$ cat src/rtl/wb_ibex_arbiter_if.sv
// Wishbone B4 pipelined bus bundle shared by both Ibex-side masters and the arbitrated slave.
// The master modport drives the request fields; the slave modport drives the response fields.
interface wb_if;
  logic        cyc;
  logic        stb;
  logic        we;
  logic [3:0]  sel;
  logic [31:0] adr;
  logic [31:0] dat_m;
  logic [31:0] dat_s;
  logic        ack;
  logic        err;
  logic        stall;

  modport master (output cyc, stb, we, sel, adr, dat_m, input dat_s, ack, err, stall);
  modport slave  (input cyc, stb, we, sel, adr, dat_m, output dat_s, ack, err, stall);
endinterface

$ cat src/rtl/wb_ibex_arbiter.sv
// Two-master to one-slave Wishbone B4 pipelined arbiter for the Ibex instruction and data ports.
// Ownership is held while responses are in flight; a hold limit hands the bus over to a waiting master.
module wb_ibex_arbiter #(
  parameter bit          ROUND_ROBIN     = 1'b1,
  parameter int unsigned MAX_OUTSTANDING = 4,
  parameter int unsigned HOLD_MAX        = 16
) (
  input  logic       clk,
  input  logic       rst,
  wb_if.slave        m0_wb,
  wb_if.slave        m1_wb,
  wb_if.master       s_wb,
  output logic [1:0] gnt,
  output logic [3:0] outstanding
);

  localparam int unsigned HOLD_W   = (HOLD_MAX > 0) ? $clog2(HOLD_MAX + 1) : 1;
  localparam logic [3:0]  MAX_CNT  = 4'(MAX_OUTSTANDING);
  localparam logic [HOLD_W-1:0] HOLD_LIM = HOLD_W'(HOLD_MAX);
  localparam bit          HOLD_EN  = (HOLD_MAX != 0);

  typedef enum logic [1:0] {IDLE, OWN0, OWN1} state_t;

  state_t            state;
  state_t            state_next;
  state_t            other_state;
  logic              last;
  logic [3:0]        cnt;
  logic [HOLD_W-1:0] hold;

  logic own_cyc;
  logic own_stb;
  logic other_cyc;
  logic hold_expired;
  logic block;
  logic accept;
  logic resp_ok;
  logic resp_valid;

  // Owner / waiting-master views of the request lines
  always_comb begin
    own_cyc     = 1'b0;
    own_stb     = 1'b0;
    other_cyc   = 1'b0;
    other_state = OWN0;
    case (state)
      OWN0: begin
        own_cyc     = m0_wb.cyc;
        own_stb     = m0_wb.stb;
        other_cyc   = m1_wb.cyc;
        other_state = OWN1;
      end
      OWN1: begin
        own_cyc     = m1_wb.cyc;
        own_stb     = m1_wb.stb;
        other_cyc   = m0_wb.cyc;
        other_state = OWN0;
      end
      default: ;
    endcase
  end

  assign hold_expired = HOLD_EN && (hold >= HOLD_LIM) && other_cyc;
  assign block        = (cnt == MAX_CNT) || hold_expired;
  assign accept       = s_wb.stb && !s_wb.stall;
  assign resp_ok      = (state != IDLE) && (cnt != 4'd0);
  assign resp_valid   = resp_ok && (s_wb.ack || s_wb.err);

  assign gnt         = {state == OWN1, state == OWN0};
  assign outstanding = cnt;

  always_ff @(posedge clk or posedge rst) begin
    if (rst) state <= IDLE;
    else     state <= state_next;
  end

  // Next-state: handover only when nothing is in flight
  always_comb begin
    state_next = state;
    if (state == IDLE) begin
      if (m0_wb.cyc && m1_wb.cyc) state_next = (!ROUND_ROBIN || !last) ? OWN1 : OWN0;
      else if (m0_wb.cyc)         state_next = OWN0;
      else if (m1_wb.cyc)         state_next = OWN1;
    end else begin
      if (!own_cyc)
        state_next = ((cnt == 4'd0) && other_cyc) ? other_state : IDLE;
      else if ((cnt == 4'd0) && hold_expired)
        state_next = other_state;
      else if (!own_stb && (cnt == 4'd0) && !other_cyc)
        state_next = IDLE;
    end
  end

  // Bus mux; spurious responses (count 0) are not forwarded
  always_comb begin
    s_wb.cyc     = 1'b0;
    s_wb.stb     = 1'b0;
    s_wb.we      = 1'b0;
    s_wb.sel     = 4'h0;
    s_wb.adr     = 32'h0;
    s_wb.dat_m   = 32'h0;
    m0_wb.stall  = 1'b1;
    m0_wb.ack    = 1'b0;
    m0_wb.err    = 1'b0;
    m0_wb.dat_s  = 32'h0;
    m1_wb.stall  = 1'b1;
    m1_wb.ack    = 1'b0;
    m1_wb.err    = 1'b0;
    m1_wb.dat_s  = 32'h0;
    case (state)
      OWN0: begin
        s_wb.cyc    = m0_wb.cyc;
        s_wb.stb    = m0_wb.stb && !block;
        s_wb.we     = m0_wb.we;
        s_wb.sel    = m0_wb.sel;
        s_wb.adr    = m0_wb.adr;
        s_wb.dat_m  = m0_wb.dat_m;
        m0_wb.stall = s_wb.stall || block;
        m0_wb.ack   = s_wb.ack && resp_ok;
        m0_wb.err   = s_wb.err && resp_ok;
        m0_wb.dat_s = s_wb.dat_s;
      end
      OWN1: begin
        s_wb.cyc    = m1_wb.cyc;
        s_wb.stb    = m1_wb.stb && !block;
        s_wb.we     = m1_wb.we;
        s_wb.sel    = m1_wb.sel;
        s_wb.adr    = m1_wb.adr;
        s_wb.dat_m  = m1_wb.dat_m;
        m1_wb.stall = s_wb.stall || block;
        m1_wb.ack   = s_wb.ack && resp_ok;
        m1_wb.err   = s_wb.err && resp_ok;
        m1_wb.dat_s = s_wb.dat_s;
      end
      default: ;
    endcase
  end

  // Outstanding count; an owner dropping cyc abandons its in-flight responses
  always_ff @(posedge clk or posedge rst) begin
    if (rst) begin
      cnt <= 4'd0;
    end else if ((state != IDLE) && !own_cyc) begin
      cnt <= 4'd0;
    end else begin
      case ({accept, resp_valid})
        2'b10:   cnt <= cnt + 4'd1;
        2'b01:   cnt <= cnt - 4'd1;
        default: cnt <= cnt;
      endcase
    end
  end

  // Hold timer and last-owner memory for round-robin ties
  always_ff @(posedge clk or posedge rst) begin
    if (rst) begin
      hold <= '0;
      last <= 1'b1;
    end else begin
      if (state_next != state)
        hold <= '0;
      else if ((state != IDLE) && (hold != HOLD_LIM))
        hold <= hold + 1'b1;
      if ((state_next == OWN0) && (state != OWN0)) last <= 1'b0;
      if ((state_next == OWN1) && (state != OWN1)) last <= 1'b1;
    end
  end

endmodule

$ cat src/flat_wrapper.sv
// flat-port wrapper written by rule: the top's interface ports become plain ports
module wb_ibex_arbiter_flat 
#(
  parameter bit          ROUND_ROBIN     = 1'b1,
  parameter int unsigned MAX_OUTSTANDING = 4,
  parameter int unsigned HOLD_MAX        = 16
)
  (clk, rst, gnt, outstanding, m0_wb_cyc, m0_wb_stb, m0_wb_we, m0_wb_sel, m0_wb_adr, m0_wb_dat_m, m0_wb_dat_s, m0_wb_ack, m0_wb_err, m0_wb_stall, m1_wb_cyc, m1_wb_stb, m1_wb_we, m1_wb_sel, m1_wb_adr, m1_wb_dat_m, m1_wb_dat_s, m1_wb_ack, m1_wb_err, m1_wb_stall, s_wb_cyc, s_wb_stb, s_wb_we, s_wb_sel, s_wb_adr, s_wb_dat_m, s_wb_dat_s, s_wb_ack, s_wb_err, s_wb_stall);
  wb_if m0_wb_i ();
  wb_if m1_wb_i ();
  wb_if s_wb_i ();
  input  logic clk;
  input  logic rst;
  output logic [1:0] gnt;
  output logic [3:0] outstanding;
  input wire logic [$bits(m0_wb_i.cyc)-1:0] m0_wb_cyc;
  input wire logic [$bits(m0_wb_i.stb)-1:0] m0_wb_stb;
  input wire logic [$bits(m0_wb_i.we)-1:0] m0_wb_we;
  input wire logic [$bits(m0_wb_i.sel)-1:0] m0_wb_sel;
  input wire logic [$bits(m0_wb_i.adr)-1:0] m0_wb_adr;
  input wire logic [$bits(m0_wb_i.dat_m)-1:0] m0_wb_dat_m;
  output wire logic [$bits(m0_wb_i.dat_s)-1:0] m0_wb_dat_s;
  output wire logic [$bits(m0_wb_i.ack)-1:0] m0_wb_ack;
  output wire logic [$bits(m0_wb_i.err)-1:0] m0_wb_err;
  output wire logic [$bits(m0_wb_i.stall)-1:0] m0_wb_stall;
  input wire logic [$bits(m1_wb_i.cyc)-1:0] m1_wb_cyc;
  input wire logic [$bits(m1_wb_i.stb)-1:0] m1_wb_stb;
  input wire logic [$bits(m1_wb_i.we)-1:0] m1_wb_we;
  input wire logic [$bits(m1_wb_i.sel)-1:0] m1_wb_sel;
  input wire logic [$bits(m1_wb_i.adr)-1:0] m1_wb_adr;
  input wire logic [$bits(m1_wb_i.dat_m)-1:0] m1_wb_dat_m;
  output wire logic [$bits(m1_wb_i.dat_s)-1:0] m1_wb_dat_s;
  output wire logic [$bits(m1_wb_i.ack)-1:0] m1_wb_ack;
  output wire logic [$bits(m1_wb_i.err)-1:0] m1_wb_err;
  output wire logic [$bits(m1_wb_i.stall)-1:0] m1_wb_stall;
  output wire logic [$bits(s_wb_i.cyc)-1:0] s_wb_cyc;
  output wire logic [$bits(s_wb_i.stb)-1:0] s_wb_stb;
  output wire logic [$bits(s_wb_i.we)-1:0] s_wb_we;
  output wire logic [$bits(s_wb_i.sel)-1:0] s_wb_sel;
  output wire logic [$bits(s_wb_i.adr)-1:0] s_wb_adr;
  output wire logic [$bits(s_wb_i.dat_m)-1:0] s_wb_dat_m;
  input wire logic [$bits(s_wb_i.dat_s)-1:0] s_wb_dat_s;
  input wire logic [$bits(s_wb_i.ack)-1:0] s_wb_ack;
  input wire logic [$bits(s_wb_i.err)-1:0] s_wb_err;
  input wire logic [$bits(s_wb_i.stall)-1:0] s_wb_stall;
  assign m0_wb_i.cyc = m0_wb_cyc;
  assign m0_wb_i.stb = m0_wb_stb;
  assign m0_wb_i.we = m0_wb_we;
  assign m0_wb_i.sel = m0_wb_sel;
  assign m0_wb_i.adr = m0_wb_adr;
  assign m0_wb_i.dat_m = m0_wb_dat_m;
  assign m0_wb_dat_s = m0_wb_i.dat_s;
  assign m0_wb_ack = m0_wb_i.ack;
  assign m0_wb_err = m0_wb_i.err;
  assign m0_wb_stall = m0_wb_i.stall;
  assign m1_wb_i.cyc = m1_wb_cyc;
  assign m1_wb_i.stb = m1_wb_stb;
  assign m1_wb_i.we = m1_wb_we;
  assign m1_wb_i.sel = m1_wb_sel;
  assign m1_wb_i.adr = m1_wb_adr;
  assign m1_wb_i.dat_m = m1_wb_dat_m;
  assign m1_wb_dat_s = m1_wb_i.dat_s;
  assign m1_wb_ack = m1_wb_i.ack;
  assign m1_wb_err = m1_wb_i.err;
  assign m1_wb_stall = m1_wb_i.stall;
  assign s_wb_cyc = s_wb_i.cyc;
  assign s_wb_stb = s_wb_i.stb;
  assign s_wb_we = s_wb_i.we;
  assign s_wb_sel = s_wb_i.sel;
  assign s_wb_adr = s_wb_i.adr;
  assign s_wb_dat_m = s_wb_i.dat_m;
  assign s_wb_i.dat_s = s_wb_dat_s;
  assign s_wb_i.ack = s_wb_ack;
  assign s_wb_i.err = s_wb_err;
  assign s_wb_i.stall = s_wb_stall;
  wb_ibex_arbiter #(.ROUND_ROBIN(ROUND_ROBIN), .MAX_OUTSTANDING(MAX_OUTSTANDING), .HOLD_MAX(HOLD_MAX)) u_core (.clk(clk), .rst(rst), .m0_wb(m0_wb_i), .m1_wb(m1_wb_i), .s_wb(s_wb_i), .gnt(gnt), .outstanding(outstanding));
endmodule
$ cat config.mk
export PLATFORM = sky130hd
export DESIGN_NAME = wb_ibex_arbiter_flat
export DESIGN_NICKNAME = d
export VERILOG_FILES = /design/src/rtl/wb_ibex_arbiter_if.sv /design/src/rtl/wb_ibex_arbiter.sv /design/src/flat_wrapper.sv
export SDC_FILE = /design/constraint.sdc
export NUM_CORES = 1
export LEC_CHECK = 0
export BUFFER_PORTS_ARGS = -buffer_cell sky130_fd_sc_hd__buf_4
export CORE_AREA = 2 2 127 129
export CTS_BUF_LIST = sky130_fd_sc_hd__clkbuf_4 sky130_fd_sc_hd__clkbuf_8 sky130_fd_sc_hd__clkbuf_16
export DETAILED_ROUTE_END_ITERATION = 8
export DIE_AREA = 0 0 129 131
export PLACE_DENSITY = 0.57
export RECOVER_POWER = 100
export SLEW_MARGIN = 20
export SYNTH_ARGS = -nofsm -noshare
export SYNTH_HDL_FRONTEND = slang
export SYNTH_SLANG_ARGS = --single-unit
export TNS_END_PERCENT = 1
$ cat constraint.sdc
create_clock -name clk -period 3.02 [get_ports clk]
set_input_delay 0.302 -clock clk [delete_from_list [all_inputs] [get_ports clk]]
set_output_delay 0.302 -clock clk [all_outputs]
set_load 0.05 [all_outputs]
==> metrics.yaml <==
run_status:
  outcome: "completed"
critical_path:
  end_kind: "register"
  slowest_delay_ns: 0.43
  slowest_stage: "dfrtp_1"
  cp_max_fo: 5
  path_cells: "inv_4 -> ha_4 -> a22oi_2 -> nor2b_1 -> a221oi_2 -> nand3_1 -> ha_1 -> ha_1 -> a21o_1 -> a21oi_2 -> xor2_1 -> or3_2 -> a21oi_1"
  cp.required_ns: 3.19
  cp-startpoint: "u_core.state[1]"
  cp.arrival_ns: 3.04
  crit_type: "reg2reg"
  crit_end: "u_core.outstanding[3]"
  r2r-start: "u_core.state[1]"
  crit_path_frequent_cell: "ha_1"
  r2r_cells: 13
  worstSetupStartpointType: "register"
  r2r-end: "u_core.outstanding[3]"
  r2r_slack_ns: 0.15
timing:
  min_period_ns: 2.87
  max_freq_ghz: 0.348
  drv_slew: 0
  hold_violations: 0
  worstMarginPinSlew_ns: 1.16
  skew_ns: 0.00117
  setup_viol: 0
  relSlewSlack_pct: 22.6
  timing.final.crit_share_pct: 95.2
synth:
  synth_fp_nets: 551
  synth_common_cells: "nor2_1 (80), a22oi_1 (71), and2_1 (64)"
  postSynthAreaPerCell_um2: 6.71
  synthFlopType: "dfrtp_1"
  synth.ff_latch_count: 12
  synth_edf_count: 0
  synthTopCellsByArea: "a22oi_1 (22%), and2_1 (16%), nor2_1 (12%)"
  yosysSeqAreaShare_pct: 12.4
  synthCells: 363
  yosysTopAreaCellShare_pct: 21.9
  ys_warn_count: 0
  yosysTopAreaCell: "a22oi_1"
  synth_most_common_cell: "nor2_1"
  synthDistinctLibCells: 48
  syn_area_um2: 2430
  async_flop_share_pct: 100
clock_network:
  root_buffer: "clkbuf_16"
  cts_made_buffers: 3
  cts.sinks: 12
  hold_buffers: 0
  clkTransAtPathRegs_ns: 0.05
  clockBufferDepth: 2
  insertion_delay_ns: 0.24
  htree_levels: 1
  cts_tree: "done"
pwr:
  comb_power_share_pct: 91.1
  p_switching_mw: 4.10
  intPower_mw: 1.96
  total_power_mw: 6.06
  swShare_pct: 67.7
  leakage_nw: 2.52
  clkPwrFrac_pct: 4.5
  power.share.sequential_pct: 4.4
  irDropWorstVdd_mv: 0.445
  power_density_nw_per_um2: 1190
detailed_routing:
  via_per_inst: 4.34
  routed_wl_mm: 13.2
  wl_met2_mm: 6.56
  drc: 0
  met1_length_mm: 5.45
  vias: 3850
  dr.max_layer_used: "met4"
  antenna_left: 0
  met3_length_mm: 1.13
  detail_route.first_pass.iterations: 4
  drt_iter0_drc: 173
  wl_per_cell_um: 14.9
placement:
  port_buffers: 325
  place_congestion: 0.848
  dp_hpwl_mm: 10.8
global_route:
  overflow: 0
  grt_max_degree: 65
  grt_pass1_wl_mm: 17.6
  antenna_found_initial: 0
  grt_usage_pct: 13.0
  first_global_vias: 3296
floorplan:
  io_pins: 326
  chipHeight_um: 131
  dieArea_um2: 16900
  core_area_um2: 15600
  row_count: 46
  start_util_pct: 15.6
  die_w_um: 129
cells_and_area:
  nets: 861
  layout-drive-gt1-share_pct: 50.4
  area_delta_synth_final_pct: 108
  antenna_cells: 0
  utilization_pct: 32.5
run:
  drv_cap: 0
min_path:
  hp-class: "in2async"
[stage by stage]
step | std cells | hold slack, ns | setup TNS, ns | setup slack (ns) | area (µm²)
6_report | 888 | 0.0843 | 0 | 0.146 | 5070
3_5_place_dp | 883 | 0.363 | 0 | 0.0888 | 5160
2_1_floorplan | 363 | 0.166 | 0 | 0.0292 | 2470
3_3_place_gp | 883 | 0.364 | 0 | 0.140 | 5160
4_1_cts | 887 | 0.109 | 0 | 0.0618 | 5250
5_1_grt | 888 | 0.123 | -0.0144 | -0.0144 | 5070
[power by group through the flow]
stage	clock network [mW]	logic (mW)	registers [mW]
6_report	0.275	5.52	0.265
5_1_grt	0.293	5.85	0.272
4_1_cts	0.280	5.73	0.262
3_5_place_dp	0	5.72	0.264
3_3_place_gp	0	5.75	0.265
2_1_floorplan	0	4.01	0.293
[cells by family after synthesis]
group / count (synthesis) / synth area share (%)
xor gates and xnor gates: 7 / 2.52
AOI/OAI and AO/OA: 101 / 31.9
muxes: 2 / 0.822
adders and majority gates: 9 / 4.93
buffers and inverters: 42 / 6.73
DFF: 12 / 12.4
and+or+nand+nor: 190 / 40.7
[layout by cell type (no fill, tap or decap), types with 3 or more instances in the layout]
| cell type | netlist | routed |
|---|---|---|
| nand2_1 | 13 | 13 |
| inv_1 | 7 | 5 |
| and2_1 | 64 | 44 |
| o31ai_1 | 3 | 3 |
| nor3_1 | 8 | 8 |
| nand3_1 | 4 | 4 |
| clkbuf_2 | 0 | 34 |
| a22oi_1 | 71 | 70 |
| nor2_1 | 80 | 80 |
| dfrtp_1 | 11 | 10 |
| and2_0 | 0 | 20 |
| xnor2_1 | 5 | 5 |
| buf_4 | 0 | 274 |
| clkbuf_16 | 0 | 3 |
| and3_1 | 4 | 4 |
| ha_1 | 8 | 6 |
| clkbuf_1 | 15 | 28 |
| o21ai_0 | 4 | 4 |
| a21oi_1 | 6 | 5 |
[worst min-delay path by stage]
stage	start	end	slack, ns
global route	rst	u_core.outstanding[0]	0.12
floorplan	rst	u_core.hold[0]	0.17
global placement	rst	u_core.hold[3]	0.36
finish	rst	u_core.outstanding[0]	0.08
detailed placement	rst	u_core.outstanding[0]	0.36
CTS	rst	u_core.hold[1]	0.11
[critical path, delay by kind of cell (launching register included)]
kind,cells,cell delay (ns)
buffers and inverters,1,0.08
AO/OA/AOI/OAI,5,0.91
AND/OR/NAND/NOR,3,0.64
adder cells (fa/ha/maj),3,0.65
flip-flops,1,0.43
XOR/XNOR,1,0.08
[sequential cells by signal, summed over array words and instances, names as in the netlist]
signal,count
u_core.outstanding,4
u_core.hold,5
u_core.last,1
u_core.state,2
[layout make-up]
class	count	area [µm²]
Fill cell	1743	10500
Timing Repair Buffer	339	2370
Tap cell	216	270
Multi-Input combinational cell	309	2010
Sequential cell	12	303
Clock buffer	4	88.8
Inverter	8	32.5
[layer usage]
metal	GRT usage (%)	vias to the layer above
li1	-	1911
met1	16.9	1725
met2	22.7	209
met3	2.57	5
met4	1.92	0
met5	0	-
[repair_timing]
| action | CTS | global route |
|---|---|---|
| setup buffers | 0 | 1 |
| resized for setup | 0 | 4 |
| hold endpoints to repair | 0 | 0 |
| setup endpoints to repair | 0 | 4 |
No activity file was read; power rests on OpenSTA's default activity.
